--- src/rtl/enemy_swarm_engine.sv ---
// Enemy pool manager: once per frame it walks the pool one slot per clock, moving, bouncing and
// colliding each live enemy with Mario. It also owns lives, invulnerability, score and game-over.
module enemy_swarm_engine #(
  parameter int NUM_ENEMIES     = 4,
  parameter int COORD_W         = 10,
  parameter int CHARACTER_WIDTH = 42,
  parameter int X_MIN           = 40,
  parameter int X_MAX           = 558,
  parameter int STEP            = 2,
  parameter int MAX_LIVES       = 3,
  parameter int INVULN_FRAMES   = 60
) (
  input  logic                           vga_clock,
  input  logic                           reset,
  input  logic                           frame_tick,
  input  logic                           restart,
  input  logic                           spawn_valid,
  input  logic [COORD_W-1:0]             spawn_x,
  input  logic [COORD_W-1:0]             spawn_y,
  input  logic                           spawn_dir,
  output logic                           spawn_ready,
  input  logic [COORD_W-1:0]             mario_x,
  input  logic [COORD_W-1:0]             mario_y,
  input  logic                           mario_falling,
  output logic [NUM_ENEMIES*COORD_W-1:0] enemy_x,
  output logic [NUM_ENEMIES*COORD_W-1:0] enemy_y,
  output logic [NUM_ENEMIES-1:0]         enemy_alive,
  output logic                           stomp_pulse,
  output logic                           hit_pulse,
  output logic [3:0]                     lives,
  output logic [15:0]                    score,
  output logic                           busy,
  output logic                           game_over,
  output logic                           overrun,
  output logic [1:0]                     fsm_state
);

  localparam int IDX_W = (NUM_ENEMIES > 1) ? $clog2(NUM_ENEMIES) : 1;
  localparam int INV_W = (INVULN_FRAMES > 0) ? $clog2(INVULN_FRAMES + 1) : 1;
  localparam logic [IDX_W-1:0]   LAST_IDX = IDX_W'(NUM_ENEMIES - 1);
  localparam logic [COORD_W:0]   STEP_E   = (COORD_W+1)'(STEP);
  localparam logic [COORD_W:0]   XMIN_E   = (COORD_W+1)'(X_MIN);
  localparam logic [COORD_W:0]   XMAX_E   = (COORD_W+1)'(X_MAX);
  localparam logic [COORD_W-1:0] CW_E     = COORD_W'(CHARACTER_WIDTH);
  localparam logic [INV_W-1:0]   INV_INIT = INV_W'(INVULN_FRAMES);
  localparam logic [3:0]         LIVES_INIT = 4'(MAX_LIVES);

  typedef enum logic [1:0] {S_IDLE = 2'd0, S_SCAN = 2'd1, S_GAMEOVER = 2'd2} state_t;

  state_t               state, state_nx;
  logic [IDX_W-1:0]     idx;
  logic [COORD_W-1:0]   x_q [NUM_ENEMIES];
  logic [COORD_W-1:0]   y_q [NUM_ENEMIES];
  logic [NUM_ENEMIES-1:0] dir_q, alive_q;
  logic [INV_W-1:0]     invuln;

  logic [COORD_W:0]     cur_x, sum_x, nx_e;
  logic [COORD_W-1:0]   nx, cur_y, dx, dy;
  logic                 ndir, overlap, stomp, hit, last_life;
  logic [IDX_W-1:0]     spawn_slot;
  logic                 slot_found, spawn_fire;

  // Per-slot datapath for the slot under the scan index; extended by one bit so nothing wraps.
  always_comb begin
    cur_x = {1'b0, x_q[idx]};
    cur_y = y_q[idx];
    sum_x = cur_x + STEP_E;
    nx_e  = cur_x;
    ndir  = dir_q[idx];
    if (dir_q[idx]) begin
      if (sum_x >= XMAX_E) begin
        nx_e = XMAX_E;
        ndir = 1'b0;
      end else begin
        nx_e = sum_x;
      end
    end else begin
      if (cur_x < XMIN_E + STEP_E) begin
        nx_e = XMIN_E;
        ndir = 1'b1;
      end else begin
        nx_e = cur_x - STEP_E;
      end
    end
    nx        = nx_e[COORD_W-1:0];
    dx        = (nx >= mario_x) ? (nx - mario_x) : (mario_x - nx);
    dy        = (cur_y >= mario_y) ? (cur_y - mario_y) : (mario_y - cur_y);
    overlap   = (dx < CW_E) && (dy < CW_E);
    stomp     = (state == S_SCAN) && alive_q[idx] && overlap && mario_falling && (mario_y < cur_y);
    hit       = (state == S_SCAN) && alive_q[idx] && overlap && !stomp && (invuln == '0);
    last_life = hit && (lives == 4'd1);
  end

  // Spawn handshake: a slot is loaded on any edge where spawn_valid && spawn_ready;
  // spawn_ready depends only on state and alive flags, never on spawn_valid.
  always_comb begin
    spawn_slot = '0;
    slot_found = 1'b0;
    for (int i = 0; i < NUM_ENEMIES; i++) begin
      if (!alive_q[i] && !slot_found) begin
        spawn_slot = IDX_W'(i);
        slot_found = 1'b1;
      end
    end
  end

  assign spawn_fire = spawn_valid && spawn_ready;

  always_ff @(posedge vga_clock or posedge reset) begin
    if (reset)        state <= S_IDLE;
    else if (restart) state <= S_IDLE;
    else              state <= state_nx;
  end

  always_comb begin
    state_nx = state;
    case (state)
      S_IDLE:     if (frame_tick) state_nx = S_SCAN;
      S_SCAN: begin
        if (last_life)            state_nx = S_GAMEOVER;
        else if (idx == LAST_IDX) state_nx = S_IDLE;
      end
      S_GAMEOVER: state_nx = S_GAMEOVER;
      default:    state_nx = S_IDLE;
    endcase
  end

  always_comb begin
    busy        = (state == S_SCAN);
    game_over   = (state == S_GAMEOVER);
    spawn_ready = (state == S_IDLE) && !(&alive_q);
    fsm_state   = state;
  end

  always_ff @(posedge vga_clock or posedge reset) begin
    if (reset) begin
      idx         <= '0;
      dir_q       <= '0;
      alive_q     <= '0;
      invuln      <= '0;
      lives       <= LIVES_INIT;
      score       <= '0;
      stomp_pulse <= 1'b0;
      hit_pulse   <= 1'b0;
      overrun     <= 1'b0;
      for (int i = 0; i < NUM_ENEMIES; i++) begin
        x_q[i] <= COORD_W'(X_MIN);
        y_q[i] <= '0;
      end
    end else if (restart) begin
      idx         <= '0;
      dir_q       <= '0;
      alive_q     <= '0;
      invuln      <= '0;
      lives       <= LIVES_INIT;
      score       <= '0;
      stomp_pulse <= 1'b0;
      hit_pulse   <= 1'b0;
      overrun     <= 1'b0;
      for (int i = 0; i < NUM_ENEMIES; i++) begin
        x_q[i] <= COORD_W'(X_MIN);
        y_q[i] <= '0;
      end
    end else begin
      stomp_pulse <= stomp;
      hit_pulse   <= hit;
      case (state)
        S_IDLE: begin
          if (frame_tick) begin
            idx <= '0;
            if (invuln != '0) invuln <= invuln - INV_W'(1);
          end
          if (spawn_fire) begin
            x_q[spawn_slot]     <= spawn_x;
            y_q[spawn_slot]     <= spawn_y;
            dir_q[spawn_slot]   <= spawn_dir;
            alive_q[spawn_slot] <= 1'b1;
          end
        end
        S_SCAN: begin
          if (frame_tick) overrun <= 1'b1;
          if (alive_q[idx]) begin
            x_q[idx]   <= nx;
            dir_q[idx] <= ndir;
          end
          if (stomp) begin
            alive_q[idx] <= 1'b0;
            if (score != 16'hFFFF) score <= score + 16'd1;
          end
          if (hit) begin
            lives  <= lives - 4'd1;
            invuln <= INV_INIT;
          end
          idx <= idx + IDX_W'(1);
        end
        default: ;
      endcase
    end
  end

  for (genvar g = 0; g < NUM_ENEMIES; g++) begin : g_flat
    assign enemy_x[g*COORD_W +: COORD_W] = x_q[g];
    assign enemy_y[g*COORD_W +: COORD_W] = y_q[g];
  end
  assign enemy_alive = alive_q;

endmodule

--- config.mk ---
export PLATFORM = sky130hd
export DESIGN_NAME = enemy_swarm_engine
export DESIGN_NICKNAME = d
export VERILOG_FILES = /design/src/rtl/enemy_swarm_engine.sv
export SDC_FILE = /design/constraint.sdc
export NUM_CORES = 1
export LEC_CHECK = 0
export ABC_CLOCK_PERIOD_IN_PS = 13700
export BUFFER_PORTS_ARGS = -buffer_cell sky130_fd_sc_hd__buf_2
export CAP_MARGIN = 20
export CORE_MARGIN = 5
export CORE_UTILIZATION = 40
export DETAILED_ROUTE_END_ITERATION = 7
export PLACE_DENSITY = 0.64
export SLEW_MARGIN = 25
export SYNTH_ARGS = -nofsm -noshare
export SYNTH_HDL_FRONTEND = slang
export SYNTH_SLANG_ARGS = --single-unit
--- constraint.sdc ---
create_clock -name vga_clock -period 13.7 [get_ports vga_clock]
set_input_delay 2.055 -clock vga_clock [delete_from_list [all_inputs] [get_ports vga_clock]]
set_output_delay 2.055 -clock vga_clock [all_outputs]
set_load 0.05 [all_outputs]
Word-level counts from Yosys, hierarchy flattened
Cells that the tools add are included.
- multiplexer cells: 77
- $add $sub $neg: 10
- bitwise operators: 5
- $lt $le $gt $ge: 15
- eq/ne operators: 12
- reduce and logical (&&, ||, !) cells: 45
- operators by type and width (cell ; count):
    2-to-1 mux 40 bit ; 6
    bitwise mux 40 bit ; 3
    2-to-1 mux 10 bit ; 11
    case mux 40 bit (2 select lines) ; 1
    2-to-1 mux 16 bit ; 4
    binary-select mux 10 bit (select 2 bit) ; 2
    demux 10 bit (select 2 bit) ; 2
    subtractor 10 bit ; 4
    2-to-1 mux 4 bit ; 9
    less-than comparator 10 x 6 -> 1 bit, second input constant ; 3
    2-to-1 mux 6 bit ; 4
    greater-or-equal comparator 10 bit ; 2
    logical AND 1 bit ; 17
    adder 16 x 1 -> 16 bit, second input constant ; 1
    2-to-1 mux 1 bit ; 16
    2-to-1 mux 2 bit ; 8
    inequality test 16 bit, second input constant ; 1
    case mux 4 bit (2 select lines) ; 2
    nonzero test 2 bit ; 7
    inequality test 3 x 2 -> 1 bit, second input constant ; 4
    case mux 6 bit (2 select lines) ; 1
    adder 10 x 2 -> 11 bit, second input constant ; 1
    greater-or-equal comparator 11 x 10 -> 1 bit, second input constant ; 1
    less-than comparator 10 bit ; 1
    30 further kinds ; 53
- word-level logic and storage cells: 182
- register bits: 121
- bits of input ports: 47
- output and inout bits: 112

Depth between registers and ports, before layout
Gate-level depths: netlist (run 1).
- depth after elaboration: 22
- gate-level depth with buffers: 29
- gate-level depth less buffers: 23

Least setup slack after synthesis (run 1)
OpenSTA, ideal clock, no wires.
- path type: reg2reg
- from: register idx[0]
- to: register state[0] (netlist: fsm_state[0])
- arrival: 6352 ps
- library setup time: 121 ps
- path buffers: 3
- setup slack: 7227 ps
- stages on the path, launching flop included: 27
- period minus slack after synthesis: 6473 ps
- required time: 13579 ps
- path through: dfrtp_1 > buf_4 > mux4_2 > buf_2 > inv_1 > ha_1 > and2_1 > o2bb2ai_1 > a21oi_1 > o21ai_0 > o41ai_4 > nand2_2 > a221oi_4 > inv_1 > ha_1 > fa_1 > nand2b_1 > a21oi_1 > o31ai_1 > and2_1 > a221o_1 > a221oi_1 > and3_1 > buf_2 > nand3_4 > or4b_1 > a22o_1
- word-level cells in the longest chain between the ends: 22
- elaborated cells on any way between the ends: 44
- classes of those cells: 6 x add/sub; 7 x order compare; 2 x eq/ne; 18 x mux; 1 x bitwise; 10 x reduce/logical
- RTL lines (item ; line ; text):
    start: declaration ; 51 ; logic [IDX_W-1:0] idx;
    start signal: assignment ; 194 ; idx <= idx + IDX_W'(1);
    NOT 2 -> 3 bit (implied by the code) ; 65, 66 ;
    binary-select mux 10 bit (select 2 bit) ; 65 ; cur_x = {1'b0, x_q[idx]};
    2-to-1 mux 10 bit (implied by the code) (2 in a row) ; 65 ;
    adder 10 x 2 -> 11 bit ; 67 ; sum_x = cur_x + STEP_E;
    greater-or-equal comparator 11 x 10 -> 1 bit ; 71 ; if (sum_x >= XMAX_E) begin
    2-to-1 mux 10 bit ; 71 ;
    2-to-1 mux 10 bit ; 70 ; if (dir_q[idx]) begin
    subtractor 10 bit / greater-or-equal comparator 10 bit (equally long branches) ; 86 ; dx = (nx >= mario_x) ? (nx - mario_x) : (mario_x - nx);
    [3 not listed] ; n/a ;
    logical AND 1 bit ; 89, 90 ;
    logical AND 1 bit (2 in a row) ; 89 ; stomp = (state == S_SCAN) && alive_q[idx] && overlap && mario_falling && (mario_y < cur_y);
    logical NOT 1 bit ; 90 ; hit = (state == S_SCAN) && alive_q[idx] && overlap && !stomp && (invuln == '0);
    logical AND 1 bit (2 in a row) ; 90 ;
    logical AND 1 bit ; 91 ; last_life = hit && (lives == 4'd1);
    2-to-1 mux 2 bit ; 120 ; if (last_life) state_nx = S_GAMEOVER;
    case mux 2 bit (3 select lines) ; 117 ; case (state)
    2-to-1 mux 2 bit ; 111 ; else if (restart) state <= S_IDLE;
    end signal: assignment ; 112 ; else state <= state_nx;
    end: declaration ; 50 ; state_t state, state_nx;
Parallel ways exist; a longest one is shown, timed or not. The select of a mux whose other input is x is not followed.
A chain may end at the register's enable or synchronous reset.

Final worst setup path (run 1)
- from: register idx[0]
- to: register score[14]
- word-level cells in the longest chain between the ends: 17
- elaborated cells on any way between the ends: 36
- classes of those cells: 6 x add/sub; 7 x order compare; 15 x mux; 1 x bitwise; 7 x reduce/logical
- RTL lines (item ; line ; text):
    NOT 2 -> 3 bit (implied by the code) ; 65, 66 ;
    binary-select mux 10 bit (select 2 bit) ; 65 ;
    2-to-1 mux 10 bit (implied by the code) (2 in a row) ; 65 ;
    adder 10 x 2 -> 11 bit ; 67 ;
    greater-or-equal comparator 11 x 10 -> 1 bit ; 71 ;
    2-to-1 mux 10 bit ; 71 ;
    2-to-1 mux 10 bit ; 70 ;
    subtractor 10 bit / greater-or-equal comparator 10 bit (equally long branches) ; 86 ;
    2-to-1 mux 10 bit ; 86 ;
    less-than comparator 10 x 6 -> 1 bit ; 88 ; overlap = (dx < CW_E) && (dy < CW_E);
    logical AND 1 bit ; 88 ;
    logical AND 1 bit (2 in a row) ; 89 ;
    logical AND 1 bit * ; 89 ;
    nonzero test 2 bit (no line) * ; n/a ;
    AND reduction 3 bit (no line) * ; n/a ;
    end signal: assignment ; 188 ; if (score != 16'hFFFF) score <= score + 16'd1;
    end: declaration ; 31 ; output logic [15:0] score,
Mark *: on every way between the ends. The rest lies on a longest branch, timed or not. The select of a mux whose other input is x is not followed.

==> reports/results.ini, run 1 <==
[status]
outcome = finished, final reports clean

[sta]
finalMaxSlewViolations = 0
period_share = 0.537
finalClockSkew_ps = 8.71
clock.fmax_ghz = 0.136
whs_ps = 487
worstMarginPinSlew_ps = 939
hold_viol_final = 0
report.final.setup_viol = 0
slew_headroom = 0.371
min_period_ps = 7360
grt_setup_unrepaired = no
fin_setup_tns_ps = 0

[logic_synthesis]
yosysTopAreaCell = dfrtp_1
synth.most_common_cell = dfrtp_1
netlist_area_mm2 = 0.00894
yosys-top-cells-count = dfrtp_1 (111), nand2_1 (108), a21oi_1 (106)
ys_seq_elements = 121
synth-adder-area-share = 0.0789
syn-num-nets = 1130
yosysSeqAreaShare = 0.340
yosys.area_share.simple = 0.188
synth_edf_count = 0
synth.distinct_cells = 81
synth.avg_cell_area_um2 = 8.69
syn_inst = 1029
yosysWarningCount = 0
ys.flop_type = dfrtp_1
async_reset_ff_frac = 1.00
yosys-top-cells-area = dfrtp_1 (31%), ha_1 (7.0%), a21oi_1 (5.9%)
synth_top_family_by_area = compound AO/OA/AOI/OAI gates
muxShareOfSynthArea = 0.0910
synth_top_area_frac = 0.311
synth-xor-area-share = 0.0186
synth-compound-area-share = 0.223

[die]
num_io_pins = 159
die_x_um = 159
row_count = 54
dieArea_mm2 = 0.0254
die_y_um = 159
core_mm2 = 0.0219
start_util = 0.408

[power]
p_seq_frac = 0.269
ir_worst_vdd_v = 0.0000968
switching_share = 0.433
p_int_mw = 0.919
power.total_mw = 1.62
power.density_mw_per_mm2 = 154
pwr-share-clk = 0.279
p_sw_mw = 0.702
combinationalPowerShare = 0.452
p_leak_nw = 4.79

[min_path]
hp-start = dir_q[0]$_DFFE_PP0P_
hold_path_depth = 1
min_to = dir_q[0]$_DFFE_PP0P_
min_path_type = flip-flop to flip-flop

[finish]
stdcell_count = 1451
syn_to_final_growth_pct = 17.6
num-nets-final = 1259
antenna_cells = 0
drive_gt1_frac = 0.220
post-route-util = 0.480

[critical_path]
crit_type = flip-flop to flip-flop
r2r_cells = 21
r2r-start = idx[0]$_DFFE_PP0P_
cp.arrival_ps = 7700
cp_max_fo = 30
start_kind = flip-flop
cp-end-kind = flip-flop
worstPathRequired_ps = 14040
r2r_setup_slack_ps = 6340
r2r_end = score[14]$_DFFE_PP0P_

[grt]
grt_remaining_overflow = 0
gr-usage-all-layers = 0.214
grt_pass1_wl_um = 44600
grt_max_degree = 82
grt_pass1_vias = 8121
grt_antenna_before_repair = 0

[clock_network]
cts_tree = built
worstSkewPairLatency_ps = 420
clock_path_buffers = 2
htreeDepth = 4
post_cts_buffers = 0
cts_resized = 0
cts_made_buffers = 17
hold_buffers = 0
cts.sinks = 121
clk_pin_slew_ps = 60
cts.root.buffer_cell = clkbuf_16

[placed_design]
port_buffers = 158
hpwl_um = 21000
place_congestion = 0.980
dp.cells = 1419

[routing]
drt-total-wl_um = 28300
dr.pass1.iters = 5
drc_errors = 0
routed_via_density = 5.86
wl_per_cell_um = 19.5
vias = 8509
final_antenna_net_count = 0
drt-initial-drc-count = 745

[flow_run]
cap_violations = 0

## kinds of logic (layout without fill, tap and decap cells)
group | count (synthesis) | in the layout
xor+xnor | 19 | 19
fa+ha+maj | 54 | 54
simple gates | 345 | 345
flops | 121 | 121
mux | 54 | 54
buf+inv | 137 | 279
compound gates | 299 | 299
## worst max-delay path by stage
stage,end,depth (start not counted),start
floorplan,fsm_state[0]$_DFFE_PP0P_,26,idx[0]$_DFFE_PP0P_
global placement,score[11]$_DFFE_PP0P_,21,idx[0]$_DFFE_PP0P_
detailed placement,score[11]$_DFFE_PP0P_,21,idx[0]$_DFFE_PP0P_
CTS,score[11]$_DFFE_PP0P_,21,idx[0]$_DFFE_PP0P_
global route,score[11]$_DFFE_PP0P_,21,idx[0]$_DFFE_PP0P_
finish,score[14]$_DFFE_PP0P_,21,idx[0]$_DFFE_PP0P_
## sequential cells by signal (all words and copies together) (netlist names)
register / count
score: 16
enemy_alive: 4
enemy_y: 40
invuln: 6
dir_q: 4
enemy_x: 40
lives: 4
overrun: 1
idx: 2
hit_pulse: 1
fsm_state: 2
stomp_pulse: 1
## area by class of cell
type | instances | area, um2
sequential | 121 | 3040
multi-input combinational | 771 | 5350
tap | 280 | 350
clock inverter | 12 | 139
timing repair buffer | 168 | 866
clock buffer | 20 | 457
fill | 2137 | 11400
inverter | 79 | 302
## metrics by stage
step	cell area, um2	setup WS, ps
after floorplan	8940	7230
after global placement	9910	6520
after detailed placement	9910	6430
after CTS	10500	6410
after global routing	10500	5880
final	10500	6340
## worst max-delay path, stage by stage, from the launching register on
cell      delay (ps)
dfrtp_2          400
buf_4            450
mux4_2           690
and2_1           250
and4_1           230
mux2i_1          200
o41ai_4          710
nand2_2          170
a221oi_4         380
inv_1             90
ha_1             210
fa_1             390
nand2b_1         180
a21oi_1          240
o31ai_1          160
and2_1           210
a221o_1          260
a221oi_1         350
and3_1           460
nand3_2          440
or4_1            620
a21oi_1          160
## routing by layer
| metal | vias to the layer above | part of all wire | track usage |
|---|---|---|---|
| li1 | 3980 | - | - |
| met1 | 4111 | 0.44 | 0.294 |
| met2 | 350 | 0.47 | 0.342 |
| met3 | 68 | 0.065 | 0.0347 |
| met4 | 0 | 0.032 | 0.0791 |
| met5 | - | 0 | 0 |
## power groups by stage
stage | registers [mW] | clock network (mW) | logic [mW]
floorplan | 0.518 | 0 | 0.463
global placement | 0.441 | 0 | 0.722
detailed placement | 0.440 | 0 | 0.722
CTS | 0.435 | 0.457 | 0.725
global route | 0.440 | 0.475 | 0.797
finish | 0.436 | 0.452 | 0.732
## cell usage in the layout (no fill, tap or decap), types with 5 or more instances in the layout
| master | synthesis | routed |
|---|---|---|
| mux2i_1 | 25 | 25 |
| a31oi_1 | 10 | 10 |
| nor2b_1 | 9 | 9 |
| nand2_1 | 108 | 108 |
| dfstp_2 | 10 | 10 |
| nand4_1 | 9 | 9 |
| a211oi_1 | 11 | 11 |
| o21ai_0 | 38 | 38 |
| o211ai_1 | 13 | 13 |
| mux4_2 | 21 | 21 |
| or4_1 | 10 | 10 |
| o221ai_1 | 13 | 13 |
| buf_4 | 1 | 10 |
| a21oi_1 | 106 | 106 |
| a221oi_1 | 8 | 8 |
| clkbuf_16 | 0 | 17 |
| dfrtp_1 | 111 | 110 |
| or2_2 | 7 | 7 |
| mux2_2 | 7 | 7 |
| and4_1 | 5 | 5 |
| nand2b_1 | 11 | 11 |
| nand3_1 | 35 | 35 |
| nor2_1 | 94 | 94 |
| nor3_1 | 15 | 15 |
| a21o_1 | 10 | 10 |
| xor2_1 | 11 | 11 |
| inv_1 | 77 | 76 |
| and2_1 | 7 | 7 |
| xnor2_1 | 8 | 8 |
| or3_1 | 7 | 7 |
| o21a_1 | 28 | 28 |
| and3_1 | 6 | 6 |
| o31ai_1 | 14 | 14 |
| buf_2 | 9 | 158 |
| ha_1 | 50 | 50 |
Power figures use the tool's default switching activity.
==> inputs of run 2 (changes only) <==
--- a/config.mk
+++ b/config.mk
@@ -5,13 +5,13 @@
 export SDC_FILE = /design/constraint.sdc
 export NUM_CORES = 1
 export LEC_CHECK = 0
-export ABC_CLOCK_PERIOD_IN_PS = 13700
+export ABC_CLOCK_PERIOD_IN_PS = 6600
 export BUFFER_PORTS_ARGS = -buffer_cell sky130_fd_sc_hd__buf_2
 export CAP_MARGIN = 20
 export CORE_MARGIN = 5
 export CORE_UTILIZATION = 40
 export DETAILED_ROUTE_END_ITERATION = 7
-export PLACE_DENSITY = 0.64
+export PLACE_DENSITY = 0.67
 export SLEW_MARGIN = 25
 export SYNTH_ARGS = -nofsm -noshare
 export SYNTH_HDL_FRONTEND = slang
==> constraint.sdc (replaced) <==
create_clock -name vga_clock -period 6.6 [get_ports vga_clock]
set_input_delay 0.99 -clock vga_clock [delete_from_list [all_inputs] [get_ports vga_clock]]
set_output_delay 0.99 -clock vga_clock [all_outputs]
set_load 0.05 [all_outputs]
==> reports/results.ini, run 2 (same netlist as run 1, synthesis figures left out) <==
[critical_path]
path_cells = mux4_2 > inv_1 > ha_1 > and2_1 > o2bb2ai_1 > a21oi_2 > o21ai_1 > o41ai_4 > buf_4 > inv_2 > o21ai_1 > o21a_1 > inv_1 > ha_1 > nor2b_1 > o31ai_1 > a21oi_1 > xnor2_1 > o211ai_1 > a221oi_2 > and3_4 > nand3_4 > or4b_1 > a22o_1  ; was buf_4 > mux4_2 > and2_1 > and4_1 > mux2i_1 > o41ai_4 > nand2_2 > a221oi_4 > inv_1 > ha_1 > fa_1 > nand2b_1 > a21oi_1 > o31ai_1 > and2_1 > a221o_1 > a221oi_1 > and3_1 > nand3_2 > or4_1 > a21oi_1
r2r_setup_slack_ps = 340  ; was 6340 ps
crit_cells = 24  ; was 21
crit_family = compound AO/OA/AOI/OAI gates  ; was simple AND/OR/NAND/NOR gates
worstPathRequired_ps = 6920  ; was 14040 ps
cp_max_fo = 8  ; was 30
crit_buf_inv = 4  ; was 2
cp-end-kind = flip-flop  ; unchanged
crit_type = flip-flop to flip-flop  ; unchanged
cp_slowest_cell = or4b_1  ; was o41ai_4
max_stage_delay_ps = 560  ; was 710 ps
cp.arrival_ps = 6570  ; was 7700 ps
start_kind = flip-flop  ; unchanged
r2r_cells = 24  ; was 21

[routing]
wl_met3_um = 1620  ; was 1850 um
dr.pass1.iters = 5  ; unchanged
final_antenna_net_count = 0  ; unchanged
route.met2.wl_um = 13300  ; was 13200 um
topRoutingLayerUsed = met4  ; unchanged
wl_per_cell_um = 19.0  ; was 19.5 um
drt-met1-wl_um = 12300  ; about the same
drt-total-wl_um = 27900  ; was 28300 um
vias = 8494  ; was 8509
drc_errors = 0  ; unchanged
routed_via_density = 5.79  ; was 5.86
drt-initial-drc-count = 853  ; was 745

[sta]
hold_viol_final = 0  ; unchanged
report.final.setup_viol = 0  ; unchanged
clock.fmax_ghz = 0.160  ; was 0.136 GHz
min_period_ps = 6260  ; was 7360 ps
finalMaxSlewViolations = 0  ; unchanged
whs_ps = 490  ; was 487 ps
finalClockSkew_ps = 18.0  ; was 8.71 ps
worstMarginPinSlew_ps = 913  ; was 939 ps
period_share = 0.948  ; was 0.537
grt_setup_unrepaired = no  ; unchanged
setup_slack_ps = 344  ; was 6340 ps
slew_headroom = 0.389  ; was 0.371

[grt]
grt_pass1_wl_um = 44600  ; about the same
grt_pass1_vias = 8157  ; was 8121
grt_max_degree = 84  ; was 82
gr-usage-all-layers = 0.214  ; about the same
grt_antenna_before_repair = 1  ; was 0
grt_remaining_overflow = 0  ; unchanged

[clock_network]
hold_buffers = 0  ; unchanged
clk_pin_slew_ps = 60  ; about the same
htreeDepth = 4  ; unchanged
clock_path_buffers = 2  ; unchanged
cts_made_buffers = 17  ; unchanged
post_cts_buffers = 0  ; unchanged
cts_tree = built  ; unchanged
cts.root.buffer_cell = clkbuf_16  ; unchanged
cts.sinks = 121  ; unchanged
worstSkewPairLatency_ps = 430  ; was 420 ps

[finish]
syn_to_final_growth_pct = 19.3  ; was 17.6%
final_common_cell = buf_2  ; unchanged
num-nets-final = 1273  ; was 1259
stdcell_count = 1466  ; was 1451
post-route-util = 0.487  ; was 0.480
mostFrequentLayoutCells = buf_2 (158), dfrtp_1 (110), nand2_1 (108)  ; unchanged
drive_gt1_frac = 0.232  ; was 0.220

[min_path]
hold_path_depth = 2  ; was 1
min_path_type = flip-flop to flip-flop  ; unchanged

[die]
num_io_pins = 159  ; unchanged
dieArea_mm2 = 0.0254  ; unchanged
core_mm2 = 0.0219  ; unchanged
start_util = 0.408  ; unchanged
die_x_um = 159  ; unchanged
die_y_um = 159  ; unchanged
row_count = 54  ; unchanged

[power]
power.density_mw_per_mm2 = 321  ; was 154 mW/mm2
ir_worst_vdd_v = 0.000209  ; was 0.0000968 V
p_leak_nw = 4.86  ; was 4.79 nW

[status]
outcome = finished, final reports clean  ; unchanged

[placed_design]
hpwl_um = 20800  ; was 21000 um
dp.cells = 1433  ; was 1419
port_buffers = 158  ; unchanged
place_congestion = 0.911  ; was 0.980
dp_slack_ps = -16.9  ; was 6430 ps

[flow_run]
cap_violations = 0  ; unchanged

-- run 2: power by group --
group          switching (mW)  internal, mW  total (mW)
clock network           0.340         0.612       0.953
logic                    1.02         0.543        1.57
registers              0.0757         0.823       0.899
total                    1.44          1.98        3.42
-- run 2: final timing paths --
check,from,to
max,idx[0]$_DFFE_PP0P_,fsm_state[0]$_DFFE_PP0P_
min,overrun$_DFFE_PP0P_,overrun$_DFFE_PP0P_
max reg2reg,idx[0]$_DFFE_PP0P_,fsm_state[0]$_DFFE_PP0P_
min reg2reg,overrun$_DFFE_PP0P_,overrun$_DFFE_PP0P_
max in group asynchronous,reset,invuln[2]$_DFFE_PP0P_
min in group asynchronous,reset,enemy_x[29]$_DFFE_PP0P_
-- run 2: layout make-up --
| type | count | area [um2] |
|---|---|---|
| Multi-Input combinational cell | 771 | 5390 |
| Tap cell | 280 | 350 |
| Fill cell | 2112 | 11200 |
| Clock inverter | 11 | 145 |
| Timing Repair Buffer | 182 | 975 |
| Clock buffer | 21 | 460 |
| Antenna cell | 1 | 2.50 |
| Sequential cell | 121 | 3040 |
| Inverter | 79 | 302 |
-- run 2: through the flow --
| step | TNS, ps | power, mW | instance area [um2] |
|---|---|---|---|
| after floorplan | 0 | 2.04 | 8940 |
| after global placement | 0 | 2.43 | 10000 |
| after detailed placement | -16.9 | 2.45 | 10000 |
| after CTS | 0 | 3.41 | 10600 |
| after global routing | 0 | 3.62 | 10700 |
| final | 0 | 3.42 | 10700 |
-- run 2: worst reg2reg max path, cell delays in order, from the launching register on --
cell       delay [ps]
dfrtp_2           410
mux4_2            520
inv_1             160
ha_1              300
and2_1            170
o2bb2ai_1         140
a21oi_2           200
o21ai_1           150
o41ai_4           410
buf_4             220
inv_2              50
o21ai_1           120
o21a_1            160
inv_1              50
ha_1              380
nor2b_1           200
o31ai_1           460
a21oi_1           160
xnor2_1           210
o211ai_1          130
a221oi_2          310
and3_4            320
nand3_4           150
or4b_1            560
a22o_1            220
-- run 2: timing repair --
action                                  CTS  global route
pin swaps                                 0             1
resized for setup                         1             6
endpoints found under the setup margin    1            18
-- run 2: metal layers --
metal / up-vias / global-route usage
met1: 4118 / 0.292
met3: 46 / 0.0375
met4: 0 / 0.0729
met2: 318 / 0.344
met5: - / 0
li1: 4012 / -
==> inputs of run 3 (changes only) <==
--- a/config.mk
+++ b/config.mk
@@ -8,10 +8,12 @@
 export ABC_CLOCK_PERIOD_IN_PS = 6600
 export BUFFER_PORTS_ARGS = -buffer_cell sky130_fd_sc_hd__buf_2
 export CAP_MARGIN = 20
+export CELL_PAD_IN_SITES_DETAIL_PLACEMENT = 1
+export CELL_PAD_IN_SITES_GLOBAL_PLACEMENT = 1
 export CORE_MARGIN = 5
-export CORE_UTILIZATION = 40
+export CORE_UTILIZATION = 39
 export DETAILED_ROUTE_END_ITERATION = 7
-export PLACE_DENSITY = 0.67
+export PLACE_DENSITY = 0.82
 export SLEW_MARGIN = 25
 export SYNTH_ARGS = -nofsm -noshare
 export SYNTH_HDL_FRONTEND = slang
==> reports/results.ini, run 3 (same netlist as run 1, synthesis figures left out) <==
[critical_path]
cp_max_fo = 9  ; was 8
crit_type = flip-flop to flip-flop  ; unchanged
cp-end-kind = flip-flop  ; unchanged
cp.arrival_ps = 6610  ; was 6570 ps
r2r_setup_slack_ps = 300  ; was 340 ps
worstPathRequired_ps = 6910  ; was 6920 ps
start_kind = flip-flop  ; unchanged

[sta]
min_period_ps = 6300  ; was 6260 ps
period_share = 0.954  ; was 0.948
clock.fmax_ghz = 0.159  ; was 0.160 GHz
finalMaxSlewViolations = 0  ; unchanged
finalClockSkew_ps = 10.0  ; was 18.0 ps
hold_viol_final = 0  ; unchanged
whs_ps = 498  ; was 490 ps
setup_slack_ps = 301  ; was 344 ps
fin_setup_tns_ps = 0  ; unchanged
slew_headroom = 0.384  ; was 0.389
grt_setup_unrepaired = no  ; unchanged
worstMarginPinSlew_ps = 921  ; was 913 ps
report.final.setup_viol = 0  ; unchanged

[power]
p_sw_mw = 1.51  ; was 1.44 mW
p_int_mw = 1.95  ; was 1.98 mW
combinationalPowerShare = 0.478  ; was 0.458
p_seq_frac = 0.262  ; was 0.263
ir_worst_vdd_v = 0.000215  ; was 0.000209 V
power.density_mw_per_mm2 = 322  ; was 321 mW/mm2
pwr-share-clk = 0.260  ; was 0.279
p_leak_nw = 4.88  ; was 4.86 nW
switching_share = 0.437  ; was 0.421

[status]
outcome = finished, final reports clean  ; unchanged

[placed_design]
dp_slack_ps = 82.4  ; was -16.9 ps
placed_cell_area_mm2 = 0.0101  ; was 0.0100 mm2
port_buffers = 158  ; unchanged
place_congestion = 0.887  ; was 0.911
dp.cells = 1442  ; was 1433
hpwl_um = 23400  ; was 20800 um

[die]
start_util = 0.396  ; was 0.408
core_mm2 = 0.0226  ; was 0.0219 mm2
die_x_um = 161  ; was 159 um
die_y_um = 161  ; was 159 um
row_count = 55  ; was 54
dieArea_mm2 = 0.0260  ; was 0.0254 mm2
num_io_pins = 159  ; unchanged

[clock_network]
hold_buffers = 0  ; unchanged
clock_path_buffers = 2  ; unchanged
cts.sinks = 121  ; unchanged
cts_tree = built  ; unchanged
clk_pin_slew_ps = 60  ; about the same
cts_made_buffers = 17  ; unchanged
htreeDepth = 4  ; unchanged
worstSkewPairLatency_ps = 420  ; was 430 ps
cts.root.buffer_cell = clkbuf_16  ; unchanged

[grt]
grt_pass1_wl_um = 50100  ; was 44600 um
grt_pass1_vias = 9125  ; was 8157
gr-usage-all-layers = 0.238  ; was 0.214
grt_max_degree = 78  ; was 84
grt_antenna_before_repair = 1  ; unchanged
grt_remaining_overflow = 0  ; unchanged

[finish]
syn_to_final_growth_pct = 19.8  ; was 19.3%
mostFrequentLayoutCells = buf_2 (158), dfrtp_1 (110), nand2_1 (108)  ; unchanged
stdcell_count = 1478  ; was 1466
final_common_cell = buf_2  ; unchanged
num-nets-final = 1281  ; was 1273
finish.instance_area_mm2 = 0.0107  ; about the same
nFillCells = 2723  ; was 2112
drive_gt1_frac = 0.242  ; was 0.232

[min_path]
min_path_type = flip-flop to flip-flop  ; unchanged

[routing]
dr.pass1.iters = 5  ; unchanged
wl_per_cell_um = 21.2  ; was 19.0 um
routed_via_density = 5.93  ; was 5.79
drc_errors = 0  ; unchanged
drt-total-wl_um = 31400  ; was 27900 um
final_antenna_net_count = 0  ; unchanged
vias = 8767  ; was 8494
drt-initial-drc-count = 676  ; was 853

[flow_run]
cap_violations = 0  ; unchanged

[run 3: worst max-delay path: stages, from the launching register on]
cell	delay, ps
dfrtp_2	440
mux4_2	370
buf_4	170
ha_2	270
nand2_1	80
o22ai_1	320
nand4_1	230
mux2_2	320
o41ai_4	90
buf_4	180
a32o_1	240
a22oi_1	210
o21ai_2	110
ha_1	390
a21o_1	250
o21a_1	210
or3_1	310
a221o_1	340
a221oi_2	320
and3_4	280
buf_4	160
nand3_4	130
or4b_1	550
a22o_1	210
[run 3: final cells by class]
cell class                      count  area, um2  share of cell area
Multi-Input combinational cell    771       5410               0.505
Sequential cell                   121       3040               0.284
Timing Repair Buffer              190       1030              0.0966
Clock buffer                       20        437              0.0408
Tap cell                          285        357              0.0333
Inverter                           79        302              0.0282
Clock inverter                     11        125              0.0117
Antenna cell                        1       2.50            0.000234
[run 3: what timing repair did]
| item | 4_1_cts | 5_1_grt |
|---|---|---|
| setup buffers | 0 | 4 |
| gates resized for setup | 0 | 18 |
| setup endpoints to repair | 0 | 25 |
[run 3: final timing paths]
check | from | end | cells after the start
worst min register to register | dir_q[0]$_DFFE_PP0P_ | dir_q[0]$_DFFE_PP0P_ | 1
worst max-delay path | idx[0]$_DFFE_PP0P_ | fsm_state[0]$_DFFE_PP0P_ | 23
worst min-delay path | dir_q[0]$_DFFE_PP0P_ | dir_q[0]$_DFFE_PP0P_ | 1
worst max register to register | idx[0]$_DFFE_PP0P_ | fsm_state[0]$_DFFE_PP0P_ | 23
max in group asynchronous | reset | score[15]$_DFFE_PP0P_ | 3
min in group asynchronous | reset | enemy_x[29]$_DFFE_PP0P_ | 2
[run 3: per-stage QoR]
step                      utilization  power [mW]
after floorplan                     -        2.04
after global placement          0.445        2.45
after detailed placement        0.445        2.49
after CTS                       0.470        3.41
after global routing            0.475        3.64
final                           0.475        3.45
[run 3: power groups by stage]
stage	registers (mW)	clock network (mW)	logic [mW]
5_1_grt	0.914	0.942	1.79
2_1_floorplan	1.08	0	0.961
6_report	0.905	0.898	1.65
3_3_place_gp	0.908	0	1.55
3_5_place_dp	0.914	0	1.58
4_1_cts	0.903	0.908	1.59
[run 3: metal layers]
layer  up-vias  share of wire  wire [um]  global-route usage
li1       4009              -          -                   -
met1      4444           0.44      13800               0.313
met2       252           0.49      15300               0.401
met3        62          0.044       1380              0.0319
met4         0          0.032        989              0.0911
met5         -              0          0                   0
